[src/rtl/lcd_pkg.sv]
// lcd_capture shared definitions: panel defaults,
// RGB565 field layout, 32-bit pack positions, FSM states.
package lcd_pkg;
  localparam int H_ACTIVE_DEF = 480;
  localparam int V_ACTIVE_DEF = 272;
  localparam int ADDR_W = 23;
  localparam int R_W = 5;
  localparam int G_W = 6;
  localparam int B_W = 5;
  localparam int PIX_W = R_W + G_W + B_W;
  localparam int R_LSB = 27;
  localparam int G_LSB = 18;
  localparam int B_LSB = 11;

  typedef enum logic [1:0] {
    IDLE      = 2'd0,
    WAIT_LINE = 2'd1,
    ACTIVE    = 2'd2
  } cap_state_t;

  function automatic logic [31:0] pack565(
    input logic [PIX_W-1:0] p
  );
    logic [31:0] w;
    w = '0;
    w[R_LSB +: R_W] = p[PIX_W-1 -: R_W];
    w[G_LSB +: G_W] = p[B_W +: G_W];
    w[B_LSB +: B_W] = p[B_W-1:0];
    return w;
  endfunction
endpackage

[src/rtl/lcd_pixel_fifo.sv]
// pixel_fifo: synchronous write buffer, first-word
// fall-through; a push into a full buffer is taken
// when a pop happens in the same cycle.
module pixel_fifo #(
  parameter int DEPTH = 4,
  parameter int W     = 39
) (
  input  logic         clk,
  input  logic         resetn,
  input  logic         push,
  input  logic [W-1:0] din,
  input  logic         pop,
  output logic [W-1:0] dout,
  output logic         empty,
  output logic         full
);
  localparam int AW = $clog2(DEPTH);

  logic [W-1:0] mem [DEPTH];
  logic [AW-1:0] wp;
  logic [AW-1:0] rp;
  logic [AW:0]   cnt;
  logic          do_push;
  logic          do_pop;

  assign empty   = (cnt == '0);
  assign full    = (cnt == (AW+1)'(DEPTH));
  assign do_pop  = pop && !empty;
  assign do_push = push && (!full || do_pop);
  assign dout    = mem[rp];

  // storage array, no reset needed: read is gated by empty
  always_ff @(posedge clk) begin
    if (do_push) mem[wp] <= din;
  end

  // pointers and occupancy
  always_ff @(posedge clk or negedge resetn) begin
    if (!resetn) begin
      wp  <= '0;
      rp  <= '0;
      cnt <= '0;
    end else begin
      if (do_push) wp <= wp + AW'(1);
      if (do_pop)  rp <= rp + AW'(1);
      unique case ({do_push, do_pop})
        2'b10:   cnt <= cnt + (AW+1)'(1);
        2'b01:   cnt <= cnt - (AW+1)'(1);
        default: cnt <= cnt;
      endcase
    end
  end
endmodule

[src/rtl/lcd_capture.sv]
// lcd_capture: DE-framed RGB565 capture into a
// word-addressed write stream through a small FIFO.
module lcd_capture import lcd_pkg::*; #(
  parameter int          H_ACTIVE   = H_ACTIVE_DEF,
  parameter int          V_ACTIVE   = V_ACTIVE_DEF,
  parameter logic [22:0] BASE_ADDR  = 23'h0,
  parameter int          FIFO_DEPTH = 4
) (
  input  logic        clk,
  input  logic        resetn,
  input  logic        capture_en,
  input  logic        vid_vsync,
  input  logic        vid_hsync,
  input  logic        vid_de,
  input  logic [4:0]  vid_r,
  input  logic [5:0]  vid_g,
  input  logic [4:0]  vid_b,
  output logic [22:0] wr_addr,
  output logic [31:0] wr_data,
  output logic        wr_enable,
  input  logic        wr_ready,
  input  logic        clear_err,
  output logic        busy,
  output logic        frame_done,
  output logic        line_err,
  output logic        ovf_err
);
  localparam int XW = $clog2(H_ACTIVE + 1);
  localparam int YW = $clog2(V_ACTIVE + 1);
  localparam int EW = ADDR_W + PIX_W;

  logic             vs_q, vs_prev, de_q, de_prev, en_q;
  logic [PIX_W-1:0] pix_q;
  logic             vs_rise, de_fall;
  cap_state_t       state, nstate;
  logic [XW-1:0]    x, x_n;
  logic [YW-1:0]    y, y_n;
  logic [22:0]      ptr, ptr_n;
  logic             push, lerr_set, done_n, ovf_set;
  logic [EW-1:0]    fdout;
  logic             fempty, ffull;
  logic             unused_hsync;

  assign unused_hsync = vid_hsync;
  assign vs_rise = vs_q && !vs_prev;
  assign de_fall = !de_q && de_prev;

  // single input register stage plus previous-sample edges
  always_ff @(posedge clk or negedge resetn) begin
    if (!resetn) begin
      vs_q    <= 1'b0;
      vs_prev <= 1'b0;
      de_q    <= 1'b0;
      de_prev <= 1'b0;
      en_q    <= 1'b0;
      pix_q   <= '0;
    end else begin
      vs_q    <= vid_vsync;
      vs_prev <= vs_q;
      de_q    <= vid_de;
      de_prev <= de_q;
      en_q    <= capture_en;
      pix_q   <= {vid_r, vid_g, vid_b};
    end
  end

  // state, position counters, status flags
  always_ff @(posedge clk or negedge resetn) begin
    if (!resetn) begin
      state      <= IDLE;
      x          <= '0;
      y          <= '0;
      ptr        <= BASE_ADDR;
      frame_done <= 1'b0;
      line_err   <= 1'b0;
      ovf_err    <= 1'b0;
    end else begin
      state      <= nstate;
      x          <= x_n;
      y          <= y_n;
      ptr        <= ptr_n;
      frame_done <= done_n;
      line_err   <= lerr_set | (line_err & ~clear_err);
      ovf_err    <= ovf_set | (ovf_err & ~clear_err);
    end
  end

  // framing: vsync restart has priority over pixel flow
  always_comb begin
    nstate   = state;
    x_n      = x;
    y_n      = y;
    ptr_n    = ptr;
    push     = 1'b0;
    lerr_set = 1'b0;
    done_n   = 1'b0;
    if (vs_rise) begin
      x_n      = '0;
      y_n      = '0;
      ptr_n    = BASE_ADDR;
      nstate   = en_q ? WAIT_LINE : IDLE;
      lerr_set = (state != IDLE);
    end else begin
      unique case (state)
        IDLE: nstate = IDLE;
        WAIT_LINE: begin
          if (de_q) begin
            push   = 1'b1;
            x_n    = x + XW'(1);
            ptr_n  = ptr + 23'd1;
            nstate = ACTIVE;
          end
        end
        ACTIVE: begin
          if (de_q) begin
            if (x == XW'(H_ACTIVE)) begin
              lerr_set = 1'b1;
            end else begin
              push  = 1'b1;
              x_n   = x + XW'(1);
              ptr_n = ptr + 23'd1;
            end
          end else if (de_fall) begin
            lerr_set = (x != XW'(H_ACTIVE));
            x_n      = '0;
            y_n      = y + YW'(1);
            if (y_n == YW'(V_ACTIVE)) begin
              done_n = 1'b1;
              nstate = IDLE;
            end else begin
              nstate = WAIT_LINE;
            end
          end
        end
        default: nstate = IDLE;
      endcase
    end
  end

  assign ovf_set = push && ffull && !(wr_ready && !fempty);
  assign busy    = (state != IDLE);

  pixel_fifo #(
    .DEPTH (FIFO_DEPTH),
    .W     (EW)
  ) u_fifo (
    .clk    (clk),
    .resetn (resetn),
    .push   (push),
    .din    ({ptr, pix_q}),
    .pop    (wr_ready),
    .dout   (fdout),
    .empty  (fempty),
    .full   (ffull)
  );

  assign wr_enable = !fempty;
  assign wr_addr   = fempty ? '0 : fdout[EW-1 -: ADDR_W];
  assign wr_data   = fempty ? '0 : pack565(fdout[PIX_W-1:0]);
endmodule

[config.mk]
export PLATFORM = sky130hd
export DESIGN_NAME = lcd_capture
export DESIGN_NICKNAME = d
export VERILOG_FILES = /design/src/rtl/lcd_pkg.sv /design/src/rtl/lcd_pixel_fifo.sv /design/src/rtl/lcd_capture.sv
export SDC_FILE = /design/constraint.sdc
export NUM_CORES = 1
export LEC_CHECK = 0
export BUFFER_PORTS_ARGS = -buffer_cell sky130_fd_sc_hd__buf_2
export CORE_MARGIN = 2
export CORE_UTILIZATION = 59
export DETAILED_ROUTE_END_ITERATION = 7
export HOLD_SLACK_MARGIN = 0.12
export PLACE_DENSITY = 0.87
export SLEW_MARGIN = 20
export SYNTH_ARGS = -nofsm -noshare
export SYNTH_HDL_FRONTEND = slang
export SYNTH_SLANG_ARGS = --single-unit
[constraint.sdc]
create_clock -name clk -period 3.65 [get_ports clk]
set_input_delay 0.5475 -clock clk [delete_from_list [all_inputs] [get_ports clk]]
set_output_delay 0.5475 -clock clk [all_outputs]
set_load 0.03 [all_outputs]
After elaboration in Yosys (flattened, before gate mapping)
Memories as Yosys holds them, arrays and structs flattened.
Cells that the tools add are included.
- $add $sub $neg: 7
- equal/unequal tests: 16
- multiplexer cells: 42
- bitwise logic cells: 5
- reductions and logical operators: 22
- operators by type and width (cell ; number):
    2-to-1 mux 23 bit ; 5
    2-to-1 mux 9 bit ; 9
    case mux 23 bit (2 select lines) ; 1
    2-to-1 mux 32 bit ; 1
    adder 23 x 1 -> 23 bit (second input constant) ; 1
    adder 9 x 1 -> 9 bit (second input constant) ; 2
    equality test 9 bit (second input constant) ; 2
    2-to-1 mux 1 bit ; 18
    case mux 9 bit (2 select lines) ; 1
    inequality test 3 bit (second input constant) ; 5
    inequality test 9 bit (second input constant) ; 1
    2-to-1 mux 2 bit ; 4
    inequality test 4 bit (second input constant) ; 2
    AND reduction 4 bit ; 2
    nonzero test 2 bit ; 4
    logical AND 1 bit ; 6
    case mux 3 bit (2 select lines) ; 1
    AND reduction 3 bit ; 2
    logical NOT 1 bit ; 5
    adder 2 x 1 -> 2 bit (second input constant) ; 2
    equality test 2 x 1 -> 1 bit (second input constant) ; 2
    equality test 2 bit (second input constant) ; 2
    case mux 2 bit (2 select lines) ; 1
    adder 3 x 1 -> 3 bit (second input constant) ; 1
    other kinds (10) ; 12
- bits in registers: 74
- bits in writable memories: 156
- input bits: 24
- output and inout bits: 60
- logic and storage cells: 109
- memories: 1
- memory list (memory ; words ; bits a word ; rd ports ; clocked after Yosys merged registers in ; write ports ; line ; source):
    u_fifo.mem ; 4 ; 39 ; 1 ; 0 ; 1 ; lcd_pixel_fifo.sv:19 ; logic [W-1:0] mem [DEPTH];

Longest topological paths before layout
- word-level depth: 8
- mapped depth: 13
- mapped depth without buffers: 13

Modules after synthesis
Synthesis repeated with hierarchy kept, for this count alone.
- cells, all modules: 620
- area, all modules: 9673.0 µm²
- modules (own cells, without submodules) (module ; times used ; cells each ; area each (µm²) ; seq. area each (µm²)):
    pixel_fifo ; 1 ; 258 ; 6129.6 ; 4859.7
    lcd_capture ; 1 ; 362 ; 3543.4 ; 1676.6

Worst setup path before layout
OpenSTA, ideal clock, no wires.
- path type: reg2reg
- start: register x[0]
- end: memory u_fifo.mem[0][0], enable pin
- setup time: 0.400 ns
- arrival time: 2.427 ns
- required time: 3.250 ns
- setup slack: 0.823 ns
- stages on the path, launching flop included: 8
- path buffers: 0
- clock period less this slack: 2.827 ns
- cells stage by stage: dfrtp_1 -> inv_1 -> ha_1 -> and4_4 -> nand2_1 -> a21oi_1 -> nor3_1 -> and2_1
- cells in the longest elaborated chain, start to end: 8
- RTL lines (what ; line ; source):
    start: declaration ; lcd_capture.sv:36 ; logic [XW-1:0] x, x_n;
    start signal: assignment ; lcd_capture.sv:79 ; x <= x_n;
    equality test 9 bit ; lcd_capture.sv:116 ; if (x == XW'(H_ACTIVE)) begin
    2-to-1 mux 1 bit ; lcd_capture.sv:116 ;
    2-to-1 mux 1 bit ; lcd_capture.sv:115 ; if (de_q) begin
    case mux 1 bit (2 select lines) ; lcd_capture.sv:104 ; unique case (state)
    2-to-1 mux 1 bit ; lcd_capture.sv:97 ; if (vs_rise) begin
    logical AND 1 bit ; lcd_pixel_fifo.sv:29 ; assign do_push = push && (!full || do_pop);
    2-to-1 mux 1 bit ; lcd_pixel_fifo.sv:34 ; if (do_push) mem[wp] <= din;
    2-to-1 mux 1 bit (implied by the code) ; lcd_pixel_fifo.sv:34 ;
    end: declaration ; lcd_pixel_fifo.sv:19 ;
No other way between the ends.

Worst setup path in the final report
- start: register u_fifo.rp[0]
- end: output wr_addr[7]
- cells in the longest elaborated chain, start to end: 2
- RTL lines (what ; line ; source):
    start: declaration ; lcd_pixel_fifo.sv:21 ; logic [AW-1:0] rp;
    start signal: assignment ; lcd_pixel_fifo.sv:45 ; if (do_pop) rp <= rp + AW'(1);
    memory (4 x 39 bit) ; n/a ;
    2-to-1 mux 23 bit ; lcd_capture.sv:158 ; assign wr_addr = fempty ? '0 : fdout[EW-1 -: ADDR_W];
    end: declaration ; lcd_capture.sv:18 ; output logic [22:0] wr_addr,
No other way between the ends.

==> results.cfg <==
[yosys]
ys_top_cells_by_area = edfxtp_1, dfrtp_1, mux4_2
synthAdderAreaFrac = 0.0204
synth_flop_cell = edfxtp_1
synth_cell_type_count = 52
seq_area_frac_synth = 0.683
yosys_warnings = 0
netlist_area_um2 = 9570
synthSimpleGateAreaFrac = 0.0989
synth_xor_area_frac = 0.0238
synth_top_family_by_area = simple AND/OR/NAND/NOR gates
synth_largest_area_cell = edfxtp_1
async_reset_ff_frac = 0.322
syn_inst = 608
synth-edff-count = 156
yosysTopAreaCellShare = 0.490
synth_compound_area_frac = 0.0481
syn_avg_cell_area_um2 = 15.7
ys_seq_elements = 230
muxShareOfSynthArea = 0.0942

[layout]
final_util = 0.677
fill_cells = 1055
nNetsFinal = 723
layout-drive-gt1-share = 0.223
final_common_cell = edfxtp_1
mostFrequentLayoutCells = edfxtp_1, dfrtp_1, buf_2
area_growth_pct = 12.4
fin_area_um2 = 10800
finalNonFillerCells = 918

[floorplan]
initial_core_util = 0.602
boundaryPins = 84
die_area_um2 = 17300
die_h_um = 131
coreArea_um2 = 15900
die_w_um = 131
num_rows = 46

[worst_setup_path]
slowest_delay_ns = 0.65
worstRegToRegCells = 8
crit_path_end_kind = primary output
path_max_fanout = 30
crit_chain = buf_12 > mux4_2 > and2_1 > buf_2
cp_data_arrival_time_ns = 2.44
cp.required_ns = 3.10
worstSetupPathType = register to primary output
cp-start-kind = register
cp_slowest_cell = dfrtp_2

[drt]
routedWlPerCell_um = 20.4
dr.pass1.iters = 5
drt.antenna.violating_nets = 0
wirelength_um = 18700
vias = 5430
drc_errors = 0
via_per_inst = 5.92
drt_iter0_markers = 480

[sta]
finalSetupViolations = 0
max_freq_mhz = 335
slew_headroom = 0.338
fin_tns_setup_ns = 0
finClkSkew_ns = 0.0121
fin_crit_ns = 2.99
hold_viol_final = 0
fin_crit_sh = 0.818
holdWs_ns = 0.137
slew_violations = 0
rsz0062_at_grt = no
worstMarginPinSlew_ns = 0.992

[grt]
grt_usage = 0.218
grt_pass1_wl_um = 29500
antenna_found_initial = 0
grt_start_max_net_pins = 75
grt_overflow_total = 0
grt_pass1_vias = 5685

[clock_tree]
cts_buffers = 23
cts_resized = 0
clock_path_buffers = 3
clk_latency_ns = 0.51
htreeDepth = 1
cts_tree = done
post_cts_buffers = 0
hold_buffers = 0
cts_sinks = 230
path_clk_slew_ns = 0.06
cts_root_buf = clkbuf_16

[place]
place.gp.congestion = 0.780
hpwl_um = 10700
placement.io_buffers = 66
placed_area_um2 = 10100
dp_cells = 875

[pwr]
peakVddDrop_mv = 0.363
leakagePower_nw = 4.22
power.density_nw_per_um2 = 627

[flow_run]
maxCapViolCount = 0

[min_path]
hold_depth = 1
hp-class = input port to register

[outcome]
status = completed
[worst max-delay path, delay by kind of cell, from the launching register on]
family / cells / cell delay (ns)
flip-flops: 1 / 0.65
multiplexers: 1 / 0.58
buffers and inverters: 2 / 0.49
AND/OR/NAND/NOR: 1 / 0.18
[power by group]
group | switching (mW) | internal [mW] | total [mW]
combinational | 0.933 | 0.662 | 1.60
sequential | 0.179 | 2.89 | 3.07
clock | 0.908 | 1.17 | 2.08
[routing by layer]
metal  vias up  part of all wire  GRT usage
li1       2410                 -          -
met1      2776              0.40      0.270
met2       201              0.53      0.396
met3        43             0.047     0.0351
met4         0             0.025     0.0658
met5         -                 0          0
[cells in the mapped netlist, types with 2 or more instances]
master     instances
a21oi_1           15
a21oi_2            2
a22o_1             3
and2_1            48
and3_1             7
and4_1             4
buf_1              2
buf_2              7
buf_4             17
clkbuf_1          11
dfrtp_1           74
edfxtp_1         156
ha_1              14
inv_1             20
mux2_2             2
mux4_2            39
nand2_1           25
nand2b_1           4
nand3_1           10
nand3b_1           2
nand4_1            8
nor2_1            32
nor2b_1            3
nor3_1             2
nor4b_1            2
o2111ai_1          3
o211ai_1           3
o21ai_0           26
o31ai_1            8
or3_1              7
or4_1              7
xnor2_1           11
xor2_1            15
[through the flow]
stage,power [mW],worst slack [ns]
final,6.74,0.663
after global routing,6.99,0.564
after CTS,6.80,0.610
after detailed placement,4.71,0.837
after global placement,4.65,0.967
after floorplan,4.27,0.823
[path summary, 6_finish.rpt]
| kind | end | startpoint | slack (ns) |
|---|---|---|---|
| worst min register to register | vs_prev | vs_q | 0.39 |
| max in group asynchronous | u_fifo.rp[0] | resetn | 2.75 |
| worst max-delay path | wr_addr[7] | u_fifo.rp[0] | 0.66 |
| worst min-delay path | pix_q[1] | vid_b[1] | 0.14 |
| worst max register to register | u_fifo.mem[3][38] | x[0] | 0.82 |
| min in group asynchronous | x[0] | resetn | 0.20 |
[layout make-up]
cell class / count / area (um^2) / share of cell area
repair buffers: 74 / 418 / 0.0389
diodes: 1 / 2.50 / 0.000233
inverters: 20 / 75.1 / 0.00698
clock inverters: 7 / 32.5 / 0.00303
clock buffers: 35 / 621 / 0.0577
well taps: 216 / 270 / 0.0251
flip-flops and latches: 230 / 6540 / 0.608
multi-input cells: 335 / 2800 / 0.260
[state kept, by name, summed over array words and instances (netlist names), 2 cells and up]
signal and count:
u_fifo.wp 2, u_fifo.mem 156, u_fifo.cnt 3, x 9, state 2, u_fifo.rp 2, y 9, ptr 23
pix_q 16
[kinds of logic (layout without fill, tap and decap cells)]
family / count (synthesis) / count (layout)
xor+xnor: 26 / 26
simple gates: 168 / 168
mux: 41 / 41
flops: 230 / 230
fa+ha+maj: 15 / 15
compound gates: 69 / 69
buf+inv: 58 / 136
other cells: 1 / 17
(Power assumes the default switching activity.)
